## config.mk

```make
export PLATFORM = sky130hd
export DESIGN_NAME = reaction_round_controller_flat
export DESIGN_NICKNAME = d
export VERILOG_FILES = /design/src/rtl/rtg_pkg.sv /design/src/rtl/reaction_round_controller_if.sv /design/src/rtl/rtg_edge_detect.sv /design/src/rtl/reaction_round_controller.sv /design/src/flat_wrapper.sv
export SDC_FILE = /design/constraint.sdc
export NUM_CORES = 1
export LEC_CHECK = 0
export ABC_AREA = 1
export ABC_CLOCK_PERIOD_IN_PS = 2300
export CAP_MARGIN = 25
export CORE_UTILIZATION = 30
export DETAILED_ROUTE_END_ITERATION = 16
export GPL_TIMING_DRIVEN = 0
export HOLD_SLACK_MARGIN = 0.02
export SETUP_SLACK_MARGIN = 0.1
export SYNTH_ARGS = -nofsm -noshare
export SYNTH_HDL_FRONTEND = slang
export SYNTH_SLANG_ARGS = --single-unit
```

## constraint.sdc

```tcl
create_clock -name Clock -period 2.3 [get_ports Clock]
set_input_delay 0.23 -clock Clock [delete_from_list [all_inputs] [get_ports Clock]]
set_output_delay 0.23 -clock Clock [all_outputs]
set_load 0.02 [all_outputs]
```

## src/rtl/rtg_pkg.sv

```systemverilog
// Shared definitions for the reaction-time game controller and its datapath.
package rtg_pkg;

  localparam int unsigned SCORE_W   = 13;
  localparam logic [12:0] SCORE_SAT = 13'h1FFF;
  localparam logic [7:0]  LFSR_SEED = 8'hA5;
  // x^8+x^6+x^5+x^4+1 : taps on bits 7,5,4,3 of a left-shifting register
  localparam logic [7:0]  LFSR_TAPS = 8'hB8;

  typedef enum logic [2:0] {
    CLEAR,
    IDLE,
    WAIT,
    GO,
    PENALTY,
    REC_SCORE,
    REC_COUNT,
    DONE
  } state_t;

endpackage

```

## src/rtl/reaction_round_controller_if.sv

```systemverilog
// Controller-to-datapath bundle: ms strobe, buttons, lamps, register file port.
interface reaction_round_controller_if #(
  parameter int SCORE_W = rtg_pkg::SCORE_W
);

  logic               msTick;
  logic               buttonStart;
  logic               buttonHit;
  logic               buttonReset;
  logic               GreenLed;
  logic               RedLed;
  logic [2:0]         WriteAddress;
  logic               registerLoad;
  logic [SCORE_W-1:0] registerLoadData;
  logic [2:0]         ReadQ;
  logic               busy;

  modport master (
    input  msTick, buttonStart, buttonHit, buttonReset,
    output GreenLed, RedLed, WriteAddress, registerLoad, registerLoadData, ReadQ, busy
  );

  modport slave (
    output msTick, buttonStart, buttonHit, buttonReset,
    input  GreenLed, RedLed, WriteAddress, registerLoad, registerLoadData, ReadQ, busy
  );

endinterface

```

## src/rtl/rtg_edge_detect.sv

```systemverilog
// Registered rising-edge detector for one synchronized button level.
module rtg_edge_detect (
  input  logic Clock,
  input  logic Reset,
  input  logic level,
  output logic rise
);

  logic prev;

  // Remember last cycle's level so each press yields a single event
  always_ff @(posedge Clock) begin
    if (Reset) prev <= 1'b0;
    else       prev <= level;
  end

  assign rise = level & ~prev;

endmodule

```

## src/rtl/reaction_round_controller.sv

```systemverilog
// Round sequencer: clears the register file, runs random delay, times the
// reaction, applies penalties and records scores plus the round count.
module reaction_round_controller #(
  parameter int SCORE_W    = 13,
  parameter int LFSR_W     = 8,
  parameter int DELAY_MIN  = 1000,
  parameter int PENALTY_MS = 500,
  parameter int MAX_ROUNDS = 4
) (
  input logic Clock,
  input logic Reset,
  reaction_round_controller_if.master bus
);

  import rtg_pkg::*;

  localparam int DELAY_W = $clog2(DELAY_MIN + (4 << LFSR_W)) + 1;
  localparam int PEN_W   = $clog2(PENALTY_MS + 1);
  localparam logic [SCORE_W-1:0] SAT      = '1;
  localparam logic [2:0]         LAST_IDX = 3'(MAX_ROUNDS);

  state_t             state;
  logic [2:0]         clrIdx;
  logic [2:0]         round;
  logic [2:0]         readQ;
  logic [LFSR_W-1:0]  lfsr;
  logic [DELAY_W-1:0] delay;
  logic [PEN_W-1:0]   penCnt;
  logic [SCORE_W-1:0] score;
  logic               startEv;
  logic               hitEv;
  logic               resetEv;

  rtg_edge_detect startEdge (.Clock(Clock), .Reset(Reset), .level(bus.buttonStart), .rise(startEv));
  rtg_edge_detect hitEdge   (.Clock(Clock), .Reset(Reset), .level(bus.buttonHit),   .rise(hitEv));
  rtg_edge_detect resetEdge (.Clock(Clock), .Reset(Reset), .level(bus.buttonReset), .rise(resetEv));

  // Free-running Fibonacci LFSR supplying the random part of the delay
  always_ff @(posedge Clock) begin
    if (Reset) lfsr <= LFSR_W'(LFSR_SEED);
    else       lfsr <= {lfsr[LFSR_W-2:0], ^(lfsr & LFSR_W'(LFSR_TAPS))};
  end

  // Round sequencing; a reset-button event overrides everything but CLEAR
  always_ff @(posedge Clock) begin
    if (Reset) begin
      state  <= CLEAR;
      clrIdx <= '0;
      round  <= '0;
      readQ  <= 3'd1;
      delay  <= '0;
      penCnt <= '0;
      score  <= '0;
    end else if (resetEv && (state != CLEAR)) begin
      state  <= CLEAR;
      clrIdx <= '0;
    end else begin
      case (state)
        CLEAR: begin
          if (clrIdx == LAST_IDX) begin
            clrIdx <= '0;
            round  <= '0;
            state  <= IDLE;
          end else begin
            clrIdx <= clrIdx + 3'd1;
          end
        end
        IDLE: begin
          if (startEv) begin
            delay <= DELAY_W'(DELAY_MIN) + DELAY_W'({lfsr, 2'b00});
            state <= WAIT;
          end
        end
        WAIT: begin
          // Hit is tested before the tick so a same-cycle hit counts as early
          if (hitEv) begin
            score  <= SAT;
            penCnt <= PEN_W'(PENALTY_MS);
            state  <= PENALTY;
          end else if (bus.msTick) begin
            delay <= delay - DELAY_W'(1);
            if (delay == DELAY_W'(1)) begin
              score <= '0;
              state <= GO;
            end
          end
        end
        GO: begin
          // Hit first: a same-cycle tick must not bump the recorded score
          if (hitEv) begin
            state <= REC_SCORE;
          end else if (bus.msTick) begin
            score <= score + SCORE_W'(1);
            if (score == SAT - SCORE_W'(1)) begin
              penCnt <= PEN_W'(PENALTY_MS);
              state  <= PENALTY;
            end
          end
        end
        PENALTY: begin
          if (bus.msTick) begin
            if (penCnt == PEN_W'(1)) state <= REC_SCORE;
            else                     penCnt <= penCnt - PEN_W'(1);
          end
        end
        REC_SCORE: begin
          readQ <= round + 3'd1;
          state <= REC_COUNT;
        end
        REC_COUNT: begin
          round <= round + 3'd1;
          state <= ((round + 3'd1) == LAST_IDX) ? DONE : IDLE;
        end
        DONE: begin
          state <= DONE;
        end
        default: begin
          state <= CLEAR;
        end
      endcase
    end
  end

  // Register file write port; held quiet while Reset is asserted
  always_comb begin
    bus.registerLoad     = 1'b0;
    bus.WriteAddress     = '0;
    bus.registerLoadData = '0;
    if (!Reset) begin
      case (state)
        CLEAR: begin
          bus.registerLoad = 1'b1;
          bus.WriteAddress = clrIdx;
        end
        REC_SCORE: begin
          bus.registerLoad     = 1'b1;
          bus.WriteAddress     = round + 3'd1;
          bus.registerLoadData = score;
        end
        REC_COUNT: begin
          bus.registerLoad     = 1'b1;
          bus.WriteAddress     = '0;
          bus.registerLoadData = SCORE_W'(round + 3'd1);
        end
        default: begin
          bus.registerLoad = 1'b0;
        end
      endcase
    end
  end

  assign bus.GreenLed = (state == GO);
  assign bus.RedLed   = (state == PENALTY);
  assign bus.busy     = !Reset && (state != IDLE) && (state != DONE);
  assign bus.ReadQ    = readQ;

endmodule

```

## src/flat_wrapper.sv

```systemverilog
// flat-port wrapper written by rule: the top's interface ports become plain ports
module reaction_round_controller_flat import rtg_pkg::*;
#(
  parameter int SCORE_W    = 13,
  parameter int LFSR_W     = 8,
  parameter int DELAY_MIN  = 1000,
  parameter int PENALTY_MS = 500,
  parameter int MAX_ROUNDS = 4
)
  (Clock, Reset, bus_msTick, bus_buttonStart, bus_buttonHit, bus_buttonReset, bus_GreenLed, bus_RedLed, bus_WriteAddress, bus_registerLoad, bus_registerLoadData, bus_ReadQ, bus_busy);
  reaction_round_controller_if #(.SCORE_W(SCORE_W)) bus_i ();
  input logic Clock;
  input logic Reset;
  input wire logic [$bits(bus_i.msTick)-1:0] bus_msTick;
  input wire logic [$bits(bus_i.buttonStart)-1:0] bus_buttonStart;
  input wire logic [$bits(bus_i.buttonHit)-1:0] bus_buttonHit;
  input wire logic [$bits(bus_i.buttonReset)-1:0] bus_buttonReset;
  output wire logic [$bits(bus_i.GreenLed)-1:0] bus_GreenLed;
  output wire logic [$bits(bus_i.RedLed)-1:0] bus_RedLed;
  output wire logic [$bits(bus_i.WriteAddress)-1:0] bus_WriteAddress;
  output wire logic [$bits(bus_i.registerLoad)-1:0] bus_registerLoad;
  output wire logic [$bits(bus_i.registerLoadData)-1:0] bus_registerLoadData;
  output wire logic [$bits(bus_i.ReadQ)-1:0] bus_ReadQ;
  output wire logic [$bits(bus_i.busy)-1:0] bus_busy;
  assign bus_i.msTick = bus_msTick;
  assign bus_i.buttonStart = bus_buttonStart;
  assign bus_i.buttonHit = bus_buttonHit;
  assign bus_i.buttonReset = bus_buttonReset;
  assign bus_GreenLed = bus_i.GreenLed;
  assign bus_RedLed = bus_i.RedLed;
  assign bus_WriteAddress = bus_i.WriteAddress;
  assign bus_registerLoad = bus_i.registerLoad;
  assign bus_registerLoadData = bus_i.registerLoadData;
  assign bus_ReadQ = bus_i.ReadQ;
  assign bus_busy = bus_i.busy;
  reaction_round_controller #(.SCORE_W(SCORE_W), .LFSR_W(LFSR_W), .DELAY_MIN(DELAY_MIN), .PENALTY_MS(PENALTY_MS), .MAX_ROUNDS(MAX_ROUNDS)) u_core (.Clock(Clock), .Reset(Reset), .bus(bus_i));
endmodule
```

Word-level counts from Yosys, hierarchy flattened:

Index checks and enable logic that the tools add are counted.

* register bits after elaboration: 57
* bits in latches: 0
* memory bits (writable): 0
* ROM bits: 0
* output and inout bits: 23
* memories kept: 0

* add/sub/neg operators: 7
* $mul: 0
* div/mod/pow operators: 0
* $lt $le $gt $ge: 0
* equal/unequal tests: 29
* shifts and indexed selects: 0
* mux-type cells: 38
* bitwise gates (word level): 7
* reduce and logical (&&, ||, !) cells: 19

Operators by type and width (count)
* $mux W13: 6
* $mux W9: 6
* $pmux W13 S2: 2
* $mux W3: 14
* $mux W12: 3
* $pmux W9 S3: 1
* $pmux W12 S2: 1
* $pmux W3 S8: 1
* $eq A3 B3 Y1 const B: 6
* $ne A2 B2 Y1 const B: 8
* $reduce_and A8 Y1: 2
* $add A13 B1 Y13 const B: 1
* $eq A13 B13 Y1 const B: 1
* $eq A12 B1 Y1 const B: 1
* $pmux W3 S2: 2
* $sub A12 B1 Y12 const B: 1
* $add A10 B10 Y11 const A: 1
* $eq A9 B1 Y1 const B: 1
* $sub A9 B1 Y9 const B: 1
* $reduce_xor A8 Y1: 1
* $add A3 B1 Y3 const B: 2
* $eq A3 B2 Y1 const B: 2
* $ne A2 B1 Y1 const B: 3
* $ne A3 B1 Y1 const B: 2
* other kinds (18): 31

Longest topological paths before layout:

Gate-level depths: netlist of run 1.

* depth in word-level cells: 5
* gate-level depth with buffers: 12
* gate-level depth less buffers: 11

By module:

Synthesis of run 1 repeated with hierarchy kept, for this count alone.

* cells, all modules: 608
* area, all modules: 3699.8 sq um

Modules (own cells, without submodules)
* reaction_round_controller: instances 1, cells each 596, area each 3606.0 sq um
* rtg_edge_detect: instances 3, cells each 4, area each 31.3 sq um

Least setup slack after synthesis of run 1:

Ideal clock, no wire load.

* kind: register -> output
* from: register u_core.state[2]
* to: output bus_registerLoadData[10]
* data arrival time: 1.499 ns
* data required time: 2.070 ns
* slack: 0.571 ns
* stages on the path, launching flop included: 6
* path buffers: 1
* cells stage by stage: dfxtp_1 > nand2_1 > nor2_1 > inv_2 > clkbuf_1 > nor3_1

* cells in the longest elaborated chain, start to end: 3
* elaborated cells between the ends (all ways): 4
* those cells by class: eq/ne (2); mux (2)

Ends and longest elaborated chain
* start, declared: line reaction_round_controller.sv:22 `state_t state;`
* start signal, assigned: line reaction_round_controller.sv:112 `state <= ((round + 3'd1) == LAST_IDX) ? DONE : IDLE;`
* $eq A3 B3 Y1: line reaction_round_controller.sv:130 `case (state)`
* $pmux W13 S2 *: line reaction_round_controller.sv:130
* $mux W13 *: line reaction_round_controller.sv:129 `if (!Reset) begin`
* end, declared: line flat_wrapper.sv:22 `output wire logic [$bits(bus_i.registerLoadData)-1:0] bus_registerLoadData;`

Every way passes the cells marked *; elsewhere a longest branch is shown, timed or not.

Worst setup path after layout of run 1:

* from: input Reset
* to: output bus_busy

* cells in the longest elaborated chain, start to end: 3

Ends and longest elaborated chain
* start, declared: line flat_wrapper.sv:13 `input logic Reset;`
* $logic_not A1 Y1
* $logic_and A1 B1 Y1 (2 in a row): line reaction_round_controller.sv:154 `assign bus.busy = !Reset && (state != IDLE) && (state != DONE);`
* end, declared: line flat_wrapper.sv:24 `output wire logic [$bits(bus_i.busy)-1:0] bus_busy;`

No other way between the ends.

==> results.md, run 1 <==
* Tot GR Track Use at 16.4%
* Slew Limit Fails at 0
* WP data required at 2.07 ns
* Leak pwr at 0.00213 uW
* Clk root buf: clkbuf_16
* Period utilization at 91.0%
* Placed cell count at 818
* Critical path type: input pin to primary output
* Die area at 0.0137 mm^2
* DP Area at 0.00445 mm^2
* Maximum vdd drop at 0.315 mV
* P_int at 3000 uW
* Count leader, synth: nand2_1
* Synth top area share at 28.8%
* Seq/Total Area, Yosys at 28.8%
* Final std cells w/o fill at 833
* Worst Setup End Kind: primary output
* Sw power at 2290 uW
* Htree depth at 3
* DR vias/cell at 4.62
* Gate power share at 46.3%
* Post-Route WL at 10400 um
* Asr flop ratio synth at 0%
* Final ANT Viol Nets at 0
* Sequential power share at 28.3%
* Vias at 3851
* Worst Hold Class: flip-flop to flip-flop
* Iter 0 DRT Violations at 303
* Fin. Hold Viols at 0
* Worst-skew pair later-pin latency at 0.33 ns
* DP Wirelength at 7680 um
* Pre-CTS setup slack at -0.0598 ns
* Post-CTS setup buffer count at 0
* Die Ht at 117 um
* Netlist cell types at 35
* I/O pins at 29
* CTS Sinks at 57
* Post-Route Skew at 0.00963 ns
* CTS Buffer Depth at 2
* Vias in the first global route at 3533
* Synth cell count leaders: nand2_1 (145), nor2_1 (102), inv_1 (68), dfxtp_1 (57), nand3_1 (46)
* Number of flops mapped to enable cells by yosys at 0
* Final setup viols at 0
* CTS Buf Count at 9
* Port Buffers at 27
* FMAX at 0.478 GHz
* Critical-path top delay cell: clkdlybuf4s50_1
* Antenna cells at 0
* Core area at 0.0127 mm^2
* Run status: finished clean
* Share of cells above drive strength 1 at 14.8%
* Largest net degree at the start of global routing at 11
* Cts hold-fix bufs at 0
* Cell repeated most along the worst path: clkbuf_1
* Drt first pass iters at 5
* Period minus WS final at 2.09 ns
* FF+latch count, synth at 57
* PD cells at 1120 mW/mm^2
* Area Growth Syn to Fin at 19.3%
* Unrepaired setup endpoints after global routing: false
* CTS tree: done
* Slew HR at 52.8%
* Hold_ws at 0.440 ns
* Post-layout instance area at 0.00472 mm^2
* Worst path cell trace: clkbuf_1, inv_1, clkbuf_1, o211a_1, clkdlybuf4s50_1
* Dominant cell type by area after synthesis: dfxtp_1
* Setup crit start: Reset
* Nets at 676
* Routability-driven placement congestion ratio at 0.862
* Fill count at 1453
* Worst setup margin at 0.207 ns
* Register-to-register setup slack at 0.54 ns
* Setup crit start kind: input pin
* Clock power frac at 25.4%
* Pin slew with the least headroom to its limit at 0.707 ns
* Yosys warnings at 0
* Chip Width at 117 um
* Crit-path max FO at 10
* Synthesized instance count at 619
* Mapped Nets at 638
* Starting Density at 31.1%
* Synth top area cells: dfxtp_1 (29%), nand2_1 (14%), nor2_1 (9.7%)
* Total grt overflow at 0
* Sw Share at 43.3%
* Data arrival, critical path at 1.86 ns
* Num rows at 41
* Max stage delay on crit path at 0.60 ns
* MaxCap Viol Count at 0
* Ys flop type: dfxtp_1
* R2r startpoint: u_core.score[6]
* Syn Std Cell Area at 0.00396 mm^2
* Hold path start: u_core.lfsr[2]
* Initial antenna violation count at 0
* Worst-path clk slew at 0.05 ns
* # DRC at 0
* Avg WL per Cell at 12.5 um
* First-pass GRT wire length at 17400 um
* Syn Area/Cell at 6.40 um^2
## power groups by stage
stage / logic, uW / clock network, uW / registers (uW)
after global routing: 2790 / 1420 / 1540
after global placement: 2410 / 0 / 1510
after floorplan: 1960 / 0 / 1450
final: 2450 / 1350 / 1500
after CTS: 2430 / 1380 / 1490
after detailed placement: 2420 / 0 / 1510
## final timing paths
path,endpoint,depth (start not counted)
setup / recovery,bus_busy,5
hold / removal,u_core.lfsr[3],2
hold reg to reg,u_core.lfsr[3],2
setup reg to reg,u_core.penCnt[3],7
## sequential cells by signal, indices dropped and copies added (netlist names)
register / count
u_core.state: 3
u_core.bus.ReadQ: 3
u_core.delay: 12
u_core.round: 3
u_core.resetEdge.prev: 1
u_core.hitEdge.prev: 1
u_core.clrIdx: 3
u_core.penCnt: 9
u_core.score: 13
u_core.startEdge.prev: 1
u_core.lfsr: 8
## repair_timing
item,in CTS,in global routing
pin swaps,0,0
setup endpoints to repair,18,8
resized for setup,25,14
## metal layers
layer | vias up | track usage, % | part of all wire [%]
li1 | 2055 | - | -
met1 | 1711 | 23.2 | 52
met2 | 73 | 25.5 | 44
met3 | 12 | 2.57 | 3.4
met4 | 0 | 5.15 | 1.3
met5 | - | 0 | 0
## through the flow
stage | TNS [ns] | power, uW | utilization [%]
after floorplan | 0 | 3410 | -
after global placement | -0.131 | 3920 | 35.0
after detailed placement | -0.268 | 3930 | 35.0
after CTS | 0 | 5300 | 37.2
after global routing | 0 | 5760 | 37.1
final | 0 | 5290 | 37.1
## critical path: cells and delay by family
family	cells	cell delay (ns)
buffers and inverters	4	1.35
AOI/OAI and AO/OA	1	0.27
## kinds of logic (layout without fill, tap and decap cells)
family / Yosys count / after routing / synth area share [%]
AND/OR/NAND/NOR: 361 / 361 / 43.1
buffers and inverters: 94 / 136 / 10.1
AO/OA/AOI/OAI: 88 / 88 / 12.6
flip-flops: 57 / 57 / 28.8
adder cells (fa/ha/maj): 13 / 13 / 4.11
XOR/XNOR: 6 / 6 / 1.33
## final cells by class
cell class	instances	area (um^2)	area share (%)
clock inverters	3	40.0	0.847
flip-flops and latches	57	1140	24.2
multi-input cells	468	2430	51.5
clock buffers	12	256	5.43
well taps	172	215	4.56
plain buffers	19	120	2.54
repair buffers	27	235	4.98
inverters	75	284	6.01
## layout by cell type, fill, tap and decap left out, drive strengths merged
master	Yosys	routed
clkbuf	8	24
o21ai	39	39
dlygate4sd1	0	1
nand4	9	9
o21a	2	2
a21oi	43	43
clkdlybuf4s15	0	2
o211a	2	2
a211oi	1	1
nor2	116	116
o31ai	1	1
xnor2	3	3
dlygate4sd2	0	11
buf	11	11
or2	2	2
nor3	13	13
nand2	163	163
clkinv	0	2
dfxtp	57	57
ha	13	13
xor2	3	3
clkdlybuf4s50	0	9
nand3	58	58
bufinv	0	1
inv	75	75
(Power assumes the default switching activity.)
==> inputs of run 2 (changes only) <==
- GPL_ROUTABILITY_DRIVEN: unset -> 0
- REMOVE_ABC_BUFFERS: unset -> 1
==> results.md, run 2 (same netlist as run 1, synthesis figures left out) <==
* Run status: finished clean
* Sw power at 2260 uW (-1.2%)
* Regs by FF count: u_core.score x13, u_core.delay x12, u_core.penCnt x9
* Die area at 0.0137 mm^2 (unchanged)
* Htree depth at 3 (unchanged)
* Post-layout instance area at 0.00476 mm^2 (+0.82%)
* Worst-skew pair later-pin latency at 0.33 ns (about the same)
* Initial antenna violation count at 0 (unchanged)
* Clock power frac at 27.9% (+2.5 points)
* Nets at 667 (-1.3%)
* CTS Buffer Depth at 2 (unchanged)
* Pin slew with the least headroom to its limit at 0.715 ns (+0.00723 ns)
* Die Ht at 117 um (unchanged)
* Worst Setup End Kind: primary output
* Unrepaired setup endpoints after global routing: false
* Fin. Hold Viols at 0 (unchanged)
* Tot GR Track Use at 15.7% (-0.74 points)
* Total grt overflow at 0 (unchanged)
* Largest delay share family, worst path: buffers and inverters
* DP Area at 0.00435 mm^2 (-2.1%)
* Most common cell after layout, fill and taps aside: nand2_1
* Sw Share at 42.4% (-0.94 points)
* Final setup viols at 0 (unchanged)
* Post-Route WL at 10000 um (-3.3%)
* Drt first pass iters at 5 (unchanged)
* Area Growth Syn to Fin at 20.2%
* Worst-path clk slew at 0.06 ns (about the same)
* R2r startpoint: u_core.score[6]
* Worst Hold Class: input pin to flip-flop
* Setup crit start: u_core.state[1]
* Slew HR at 52.1% (-0.74 points)
* Max stage delay on crit path at 0.66 ns (+0.06 ns)
* Critical-path top delay cell: clkdlybuf4s50_1
* Final ANT Viol Nets at 0 (unchanged)
* DP Wirelength at 6820 um (-11%)
* Clk root buf: clkbuf_16
* Core area at 0.0127 mm^2 (unchanged)
* CTS Sinks at 57 (unchanged)
* Register-to-register setup slack at 0.46 ns (-0.08 ns)
* Avg WL per Cell at 12.2 um (-2.4%)
* Share of cells above drive strength 1 at 14.9% (+0.028 points)
* Maximum vdd drop at 0.548 mV (+74%)
* Slew Limit Fails at 0 (unchanged)
* DR vias/cell at 4.74 (+2.5%)
* Num rows at 41 (unchanged)
* Post-layout util at 37.4% (+0.30 points)
* Iter 0 DRT Violations at 215 (-29%)
* FF-to-FF End: u_core.penCnt[1]
* CTS tree: done
* Hold path start: Reset
* Data arrival, critical path at 1.87 ns (about the same)
* First-pass GRT wire length at 16900 um (-2.7%)
* FMAX at 0.477 GHz (-0.29%)
* Placed cell count at 801 (-2.1%)
* Sequential power share at 28.8% (+0.5 points)
* Period utilization at 91.2% (+0.26 points)
* # DRC at 0 (unchanged)
* Max FFs per register at 13 (unchanged)
* PD cells at 1120 mW/mm^2 (+0.19%)
* I/O pins at 29 (unchanged)
* Post-Route Skew at 0.00772 ns (-0.00191 ns)
* Critical path type: flip-flop to primary output
* Fill count at 1389 (-4.4%)
* Antenna cells at 0 (unchanged)
* Largest net degree at the start of global routing at 36 (+25)
* CTS Buf Count at 9 (unchanged)
* Starting Density at 31.1% (unchanged)
* Port Buffers at 28 (+3.7%)
* Hold_ws at 0.220 ns (-0.221 ns)
* Tot Pwr at 5340 uW (+1.0%)
* Crit-path max FO at 11 (+1)
* Vias in the first global route at 3653 (+3.4%)
* Leak pwr at 0.00218 uW (+2.3%)
* MaxCap Viol Count at 0 (unchanged)
* Vias at 3909 (+1.5%)
* Gate power share at 43.3% (-3.0 points)
* Worst Hold Endpoint: u_core.delay[7]
* Setup crit start kind: flip-flop
* Hold path depth at 2 (unchanged)
* Final std cells w/o fill at 825 (-0.96%)
* Period minus WS final at 2.10 ns (+0.00600 ns)
* Highest-count cells in the layout ignoring fill and taps: nand2_1 (144), nor2_1 (101), inv_1 (67)
* R2R cell count at 8 (+1)
* Worst path cell trace: nand2_1, nor2_4, clkdlybuf4s50_1
* WP data required at 2.07 ns (about the same)
* Crit path buffers/inverters at 1 (-3)
* P_int at 3080 uW (+2.7%)
* Cts hold-fix bufs at 0 (unchanged)
* Largest reg by FF count: u_core.score
* Chip Width at 117 um (unchanged)
[run 2: changes by cell type in the layout (fill, tap and decap cells not counted), moves of 3 or more]
| cell | delta |
|---|---|
| buf_6 | -5 |
| dlymetal6s2s_1 | +3 |
| buf_2 | -3 |
| nor2_2 | -3 |
| clkbuf_2 | -6 |
| buf_4 | +6 |
| dfxtp_1 | -3 |
| clkbuf_1 | -7 |
| dlygate4sd2_1 | +3 |
[run 2: repair_timing]
item,CTS,global route
setup buffers,0,7
endpoints found under the setup margin,28,6
pin swaps,0,1
gates cloned,1,0
gates resized for setup,25,4
[run 2: how the worst max path moves through the flow]
stage	slack, ns	endpoint	depth (start not counted)
finish	0.20	bus_GreenLed	3
CTS	0.11	bus_WriteAddress[1]	6
detailed placement	-0.23	bus_busy	5
global placement	-2.08	bus_busy	4
floorplan	0.33	u_core.penCnt[1]	7
global route	0.11	bus_registerLoadData[2]	5
[run 2: area by class of cell]
class	count	area, um^2	share of cell area [%]
repair inverters	1	5.00	0.105
well taps	172	215	4.52
multi-input cells	468	2430	51.1
clock inverters	5	77.6	1.63
clock buffers	11	253	5.31
inverters	75	290	6.09
repair buffers	36	338	7.09
flip-flops and latches	57	1150	24.2
[run 2: per-layer routing]
| layer | track usage [%] | share of wire, % | up-vias |
|---|---|---|---|
| met5 | 0 | 0 | - |
| met4 | 4.98 | 1.9 | 0 |
| met3 | 3.30 | 3.9 | 14 |
| met2 | 25.8 | 46 | 73 |
| met1 | 20.5 | 49 | 1787 |
| li1 | - | - | 2035 |
[run 2: metrics by stage]
step	TNS [ns]	setup slack, ns
after global placement	-56.75	-2.08
after detailed placement	-1.19	-0.235
after CTS	0	0.110
after floorplan	0	0.327
after global routing	0	0.109
final	0	0.201
[run 2: power by group through the flow]
stage               Sequential (uW)  Combinational, uW  Clock [uW]
finish                         1540               2310        1490
global route                   1580               2660        1570
detailed placement             1540               2290           0
floorplan                      1480               1850           0
CTS                            1540               2310        1520
global placement               1530               2240           0
==> inputs of run 3 (changes only) <==
- ABC_CLOCK_PERIOD_IN_PS: 2300 -> unset
==> results of run 3 <==
No change in the layout: final DEF, timing and power equal those of run 2.
